## src/rtl/shreg_pkg.sv

```systemverilog
// shreg_pkg - shared definitions for the shift_reg_async slice.
//   Mode encodings for the manual-operation mux and the burst FSM state
//   encoding. Imported by shreg_ctrl and shift_reg_async.
package shreg_pkg;

    localparam logic [1:0] MODE_HOLD = 2'b00;
    localparam logic [1:0] MODE_SHL  = 2'b01;
    localparam logic [1:0] MODE_SHR  = 2'b10;
    localparam logic [1:0] MODE_LOAD = 2'b11;

    typedef enum logic {
        IDLE = 1'b0,
        RUN  = 1'b1
    } state_t;

endpackage

```

## src/rtl/shreg_ctrl.sv

```systemverilog
// shreg_ctrl - burst serialiser controller.
//   Sequences a WIDTH-cycle serial transfer and flags when the datapath
//   must parallel-load or shift.
// Ports:
//   i_clk    rising-edge clock
//   i_rst_n  asynchronous active-low reset
//   i_start  request a burst (honoured only in IDLE)
//   o_load   datapath loads pin this edge (start accepted)
//   o_run    datapath shifts left from sin this edge (burst active)
//   o_busy   FSM is in RUN
//   o_done   registered one-cycle pulse after the last burst edge
//
// state | meaning
// ------+-----------------------------------------------------
// IDLE  | manual ops allowed; start launches a burst
// RUN   | burst shifting; cnt counts remaining edges down to 0
module shreg_ctrl
    import shreg_pkg::*;
#(
    parameter int WIDTH = 8
) (
    input  logic i_clk,
    input  logic i_rst_n,
    input  logic i_start,
    output logic o_load,
    output logic o_run,
    output logic o_busy,
    output logic o_done
);

    localparam int CW = $clog2(WIDTH);

    state_t          r_state;
    state_t          w_state_next;
    logic [CW-1:0]   r_cnt;
    logic            r_done;
    logic            w_last;

    assign w_last = (r_state == RUN) && (r_cnt == '0);

    // State register, counter and done pulse.
    always_ff @(posedge i_clk or negedge i_rst_n) begin
        if (!i_rst_n) begin
            r_state <= IDLE;
            r_cnt   <= '0;
            r_done  <= 1'b0;
        end else begin
            r_state <= w_state_next;
            r_done  <= w_last;
            if (r_state == IDLE && i_start) begin
                r_cnt <= CW'(WIDTH - 1);
            end else if (r_state == RUN && r_cnt != '0) begin
                r_cnt <= r_cnt - CW'(1);
            end
        end
    end

    // Next-state logic; start is not queued while running.
    always_comb begin
        w_state_next = r_state;
        case (r_state)
            IDLE:    if (i_start) w_state_next = RUN;
            RUN:     if (w_last)  w_state_next = IDLE;
            default: w_state_next = IDLE;
        endcase
    end

    // Outputs.
    always_comb begin
        o_load = 1'b0;
        o_run  = 1'b0;
        o_busy = 1'b0;
        case (r_state)
            IDLE:    o_load = i_start;
            RUN: begin
                o_run  = 1'b1;
                o_busy = 1'b1;
            end
            default: ;
        endcase
    end

    assign o_done = r_done;

endmodule

```

## src/rtl/shift_reg_async.sv

```systemverilog
// shift_reg_async - WIDTH-bit shift register with async active-low reset,
//   manual hold/shift-left/shift-right/load modes and an autonomous
//   WIDTH-cycle MSB-first burst serialiser.
// Optional feature macro: SHREG_ROTATE_EN adds i_rot, turning manual
//   shifts into rotates (sin ignored) when i_rot=1.
// Ports:
//   i_clk    rising-edge clock
//   i_rst_n  asynchronous active-low reset
//   i_en     enable manual op (ignored while busy)
//   i_mode   00 hold, 01 shift left, 10 shift right, 11 load
//   i_sin    serial input
//   i_pin    parallel load data
//   i_start  start a burst
//   i_rot    rotate select (SHREG_ROTATE_EN only)
//   o_q      register contents
//   o_sout   serial out, always q[WIDTH-1]
//   o_busy   burst in progress
//   o_done   one-cycle pulse at end of burst
module shift_reg_async
    import shreg_pkg::*;
#(
    parameter int                 WIDTH   = 8,
    parameter logic [WIDTH-1:0]   RST_VAL = '0
) (
    input  logic             i_clk,
    input  logic             i_rst_n,
    input  logic             i_en,
    input  logic [1:0]       i_mode,
    input  logic             i_sin,
    input  logic [WIDTH-1:0] i_pin,
    input  logic             i_start,
`ifdef SHREG_ROTATE_EN
    input  logic             i_rot,
`endif
    output logic [WIDTH-1:0] o_q,
    output logic             o_sout,
    output logic             o_busy,
    output logic             o_done
);

    logic [WIDTH-1:0] r_q;
    logic [WIDTH-1:0] w_q_next;
    logic             w_load;
    logic             w_run;
    logic             w_fill_l;   // bit entering at LSB on a left shift
    logic             w_fill_r;   // bit entering at MSB on a right shift

    shreg_ctrl #(.WIDTH(WIDTH)) u_ctrl (
        .i_clk   (i_clk),
        .i_rst_n (i_rst_n),
        .i_start (i_start),
        .o_load  (w_load),
        .o_run   (w_run),
        .o_busy  (o_busy),
        .o_done  (o_done)
    );

`ifdef SHREG_ROTATE_EN
    assign w_fill_l = i_rot ? r_q[WIDTH-1] : i_sin;
    assign w_fill_r = i_rot ? r_q[0]       : i_sin;
`else
    assign w_fill_l = i_sin;
    assign w_fill_r = i_sin;
`endif

    // Start beats the manual mux; the burst always fills from sin.
    always_comb begin
        w_q_next = r_q;
        if (w_load) begin
            w_q_next = i_pin;
        end else if (w_run) begin
            w_q_next = {r_q[WIDTH-2:0], i_sin};
        end else if (i_en) begin
            case (i_mode)
                MODE_SHL:  w_q_next = {r_q[WIDTH-2:0], w_fill_l};
                MODE_SHR:  w_q_next = {w_fill_r, r_q[WIDTH-1:1]};
                MODE_LOAD: w_q_next = i_pin;
                default:   w_q_next = r_q;
            endcase
        end
    end

    always_ff @(posedge i_clk or negedge i_rst_n) begin
        if (!i_rst_n) begin
            r_q <= RST_VAL;
        end else begin
            r_q <= w_q_next;
        end
    end

    assign o_q    = r_q;
    assign o_sout = r_q[WIDTH-1];

endmodule

```

## config.mk

```make
export PLATFORM = sky130hd
export DESIGN_NAME = shift_reg_async
export DESIGN_NICKNAME = d
export VERILOG_FILES = /design/src/rtl/shreg_pkg.sv /design/src/rtl/shreg_ctrl.sv /design/src/rtl/shift_reg_async.sv
export SDC_FILE = /design/constraint.sdc
export NUM_CORES = 1
export LEC_CHECK = 0
export CORE_ASPECT_RATIO = 0.9
export CORE_MARGIN = 2
export CORE_UTILIZATION = 25
export CTS_CLUSTER_SIZE = 20
export DETAILED_ROUTE_END_ITERATION = 7
export GPL_TIMING_DRIVEN = 1
export SLEW_MARGIN = 20
export SYNTH_ARGS = -nofsm -noshare
export SYNTH_HDL_FRONTEND = slang
export SYNTH_SLANG_ARGS = --single-unit
```

## constraint.sdc

```tcl
create_clock -name i_clk -period 1.6 [get_ports i_clk]
set_clock_uncertainty 0.05 [all_clocks]
set_input_delay 0.32 -clock i_clk [delete_from_list [all_inputs] [get_ports i_clk]]
set_output_delay 0.32 -clock i_clk [all_outputs]
set_load 0.05 [all_outputs]
```

# Word level (Yosys, flattened, before mapping)
# Index checks and enable logic that the tools add are counted.
[op_classes]
n_addsub = 1
n_eq_ne = 3
mux = 11
bitwise = 1
n_reduce_logical = 9
[ops]
columns = ["op", "count"]
rows = [
  ["$mux 8", 3],
  ["$pmux 8 s3", 1],
  ["$mux 3", 2],
  ["$reduce_bool 3->1", 2],
  ["$reduce_bool 5->1", 1],
  ["$eq 2x2->1 const B", 2],
  ["$mux 1", 4],
  ["$logic_and 1x1->1", 3],
  ["$logic_not 3->1", 1],
  ["$sub 3x1->3 const B", 1],
  ["$eq 2x1->1 const B", 1],
  ["$pmux 1 s2", 1],
  ["$reduce_and 2->1", 1],
  ["$reduce_bool 2->1", 1],
  ["$not 1->1", 1],
]
[word_totals]
register_bits = 13
input_bits = 15
out_inout_bits = 11
wordCells = 29

# Logic depth before layout (Yosys ltp)
[logic_depth]
depth_word = 5
depth_mapped = 6
mapped_depth_nobuf = 5

# By module
# From an unflattened synthesis, not the netlist that was laid out.
[unflattened]
hier_cells = 89
area_unflattened_um2 = 848.3
[modules_own_cells]
columns = ["module", "instances", "cells_each", "area_per_inst_um2", "seq_area_each_um2"]
rows = [
  ["shift_reg_async", 1, 67, 600.6, 200.2],
  ["shreg_ctrl", 1, 22, 247.7, 125.1],
]

# Worst setup path before layout
# Ideal clock, no wire load.
[synth_path]
path_type = "reg-to-reg"
start = "reg r_q[5] (netlist: o_q[5])"
end = "reg r_q[4] (netlist: o_q[4])"
setup_ns = 0.123
t_arrival_ns = 1.254
t_required_ns = 1.427
path_slack_ns = 0.173
stages_incl_launch_ff = 5
n_path_buf = 0
period_less_slack_ns = 1.427
path_cell_list = "dfrtp_1 nor2b_1 a221oi_1 a2bb2oi_1 a21oi_1"
[synth_via]
elab_chain_cells = 4
[synth_lines]
columns = ["item", "line", "source"]
rows = [
  ["start, declared", "shift_reg_async.sv:41", "logic [WIDTH-1:0] r_q;"],
  ["start signal, assigned", "shift_reg_async.sv:87", "r_q <= w_q_next;"],
  ["$pmux 8 s3", "shift_reg_async.sv:74", "case (i_mode)"],
  ["$mux 8", "shift_reg_async.sv:73", "end else if (i_en) begin"],
  ["$mux 8", "shift_reg_async.sv:71", "end else if (w_run) begin"],
  ["$mux 8", "shift_reg_async.sv:69", "if (w_load) begin"],
]
# No other way between the ends. The select of a mux whose other input is x is not followed.
# A chain may end at the register's enable or synchronous reset.

# Worst setup path in the final report
[layout_path]
start = "reg u_ctrl.r_state"
end = "out o_busy"
[layout_via]
elab_chain_cells = 1
[layout_lines]
columns = ["item", "line", "source"]
rows = [
  ["start, declared", "shreg_ctrl.sv:33", "state_t r_state;"],
  ["start signal, assigned", "shreg_ctrl.sv:48", "r_state <= w_state_next;"],
  ["$mux 1", "shreg_ctrl.sv:73", "case (r_state)"],
  ["end, declared", "shift_reg_async.sv:37", "output logic o_busy,"],
]
# No other way between the ends.

==> impl_metrics.tcl <==
set metrics [dict create \
    reg2reg_depth 4 \
    clk_path_buf_depth 2 \
    synth_top_cell_by_area "dfrtp_1" \
    maxCapViolations 0 \
    core_sq_um 3090 \
    antenna_found_initial 0 \
    ir_drop_v 0.0009202 \
    start_util_pct 26.64 \
    drv_slew 0 \
    die_area_sq_um 3769 \
    hold_slack_ns 0.2784 \
    cellLeakagePower_uw 0.0005820 \
    ys_seq_area_share_pct 39.51 \
    rrSetupSlack_ns 0.24 \
    synth-main-ff-cell "dfrtp_1" \
    routabilityCongestion 0.7684 \
    synth-edff-count 0 \
    synthDominantCellAreaShare_pct 39.51 \
    syn_nets 107 \
    first_global_vias 807 \
    numPortBuffers 25 \
    layout.nets 142 \
    vias_per_cell 4.753 \
    wire_per_inst_um 12.71 \
    htreeDepth 1 \
    drive_gt1_share_pct 21.77 \
    antenna_cells 0 \
    synthTopCellsByCount "13 x dfrtp_1, 12 x nor2_1, 9 x nor2b_1" \
    ant_nets 0 \
    ys_warn_count 0 \
    tightest_slew_ns 0.3008 \
    min_path_type "input pin to async pin" \
    place_hpwl_um 1555 \
    grt_pass1_wl_um 3684 \
    cts_tree "built" \
    required_ns 1.23 \
    yosysUniqueCellTypes 23 \
    cts_buffers 3 \
    gr-total-overflow 0 \
    cellPowerDensity_nw_per_um2 1966 \
    setup_viol 0 \
    netlist_top_cells_area "dfrtp_1 40%, nor2b_1 6.8%, a221oi_1 6.4%" \
    post-synth-top-count-cell "dfrtp_1" \
    status "completed" \
    syn_inst 90 \
    finalPower_uw 2561 \
    grt_start_max_net_pins 15 \
    finalHoldViolations 0 \
    r2r_end "o_q[0]" \
    crit_type "register to output port" \
    rows 19 \
    min_period_over_period_pct 93.32 \
    clkTransAtPathRegs_ns 0.09 \
    cts_sinks 13 \
    path_max_fanout 13 \
    end_kind "output port" \
    grt_usage_pct 12.48 \
    synth_area_sq_um 823.3 \
    vias 789 \
    max_slew_margin_pct 79.91 \
    firstDrtPassIters 5 \
    cts_setup_buffers 0 \
    endpoint "o_busy" \
    die_y_um 58.44 \
    final.setup.tns_ns 0 \
    fmax_mhz 669.7 \
    synth-async-reset-ratio_pct 100.0 \
    ys_seq_elements 13 \
    arrival_ns 1.12 \
    drt_wl_total_um 2110 \
    critPathLaunch "u_ctrl.r_state" \
    io_pins 26 \
    drtIter0Drc 45 \
    drc 0 \
    synth_area_per_cell_sq_um 9.148 \
    min_period_ns 1.493 \
    areaGrowthSynthToFinish_pct 58.21 \
    rsz0062_at_grt "false" \
    r2r-start "o_q[1]" \
    clock_latency_ns 0.28 \
    die_w_um 64.49 \
    worstSetupStartpointType "register" \
    cts-root-buf "clkbuf_4" \
]
## cells in the final DEF (no fill, tap or decap)
master            n
nor2_1           12
clkdlybuf4s50_1  12
dfrtp_1          12
buf_12           11
buf_4            10
nor2b_1           9
a21oi_1           7
nand2_1           6
and3_1            6
a221oi_1          6
a2bb2oi_1         6
a31oi_1           4
inv_1             3
clkbuf_4          3
mux2i_1           2
o211ai_1          2
ha_1              2
dlymetal6s2s_1    2
and2_1            1
o21ai_0           1
nor2b_4           1
o21bai_2          1
nand2b_1          1
nand3b_1          1
o221ai_1          1
clkbuf_1          1
dfrtp_2           1
## per-layer routing
metal / vias to the layer above / wire (um) / global-route usage (%)
met5: - / 0 / 0
met3: 2 / 176 / 4.589
met1: 360 / 989 / 16.67
li1: 398 / - / -
met4: 0 / 10 / 3.647
met2: 29 / 933 / 19.05
## how the worst min path moves through the flow
stage | from | endpoint | slack (ns) | cells past startpoint
floorplan | i_rst_n | o_q[0] | -0.03 | 0
global placement | u_ctrl.r_cnt[0] | u_ctrl.r_cnt[0] | 0.42 | 1
detailed placement | u_ctrl.r_cnt[0] | u_ctrl.r_cnt[0] | 0.43 | 1
CTS | i_rst_n | u_ctrl.r_cnt[0] | 0.27 | 2
global route | i_rst_n | u_ctrl.r_cnt[0] | 0.30 | 2
finish | i_rst_n | u_ctrl.r_cnt[1] | 0.28 | 2
## what timing repair did
action	CTS	global route
endpoints found under the setup margin	1	8
pin swaps	0	0
gates resized for setup	1	2
hold buffers	0	0
## cell type report
| class | instances | area [sq um] |
|---|---|---|
| Tap cell | 42 | 52.55 |
| Multi-Input combinational cell | 69 | 445.4 |
| Timing Repair Buffer | 35 | 440.4 |
| Fill cell | 320 | 1788 |
| Sequential cell | 13 | 326.6 |
| Inverter | 3 | 11.26 |
| Clock buffer | 4 | 26.28 |
## worst max-delay path, cell delays in order, from the launching register on
cell     delay [ns]
dfrtp_2        0.50
buf_4          0.19
buf_12         0.14
## sequential cells by signal, indices dropped and copies added, names as in the netlist
register / cells
o_q: 8
u_ctrl.r_cnt: 3
u_ctrl.o_done: 1
u_ctrl.r_state: 1
## power by group
| part | internal (uW) | switching (uW) |
|---|---|---|
| clock network | 96.7 | 111 |
| logic | 821 | 801 |
| registers | 492 | 239 |
## per-stage QoR
step	cells	worst slack, ns	util [%]	area (sq um)
floorplan	90	0.1734	-	823.3
global placement	162	-0.2363	41.09	1270
detailed placement	162	-0.2275	41.09	1270
CTS	166	0.05844	41.98	1297
global route	166	0.01659	42.15	1303
finish	166	0.1069	42.15	1303
## cells by family after synthesis
group / share of synthesized area [%]
muxes: 2.432
AOI/OAI and AO/OA: 24.92
and+or+nand+nor: 23.71
DFF: 39.51
adders and majority gates: 3.039
buffers and inverters: 6.382
No activity file was read; power rests on OpenSTA's default activity.
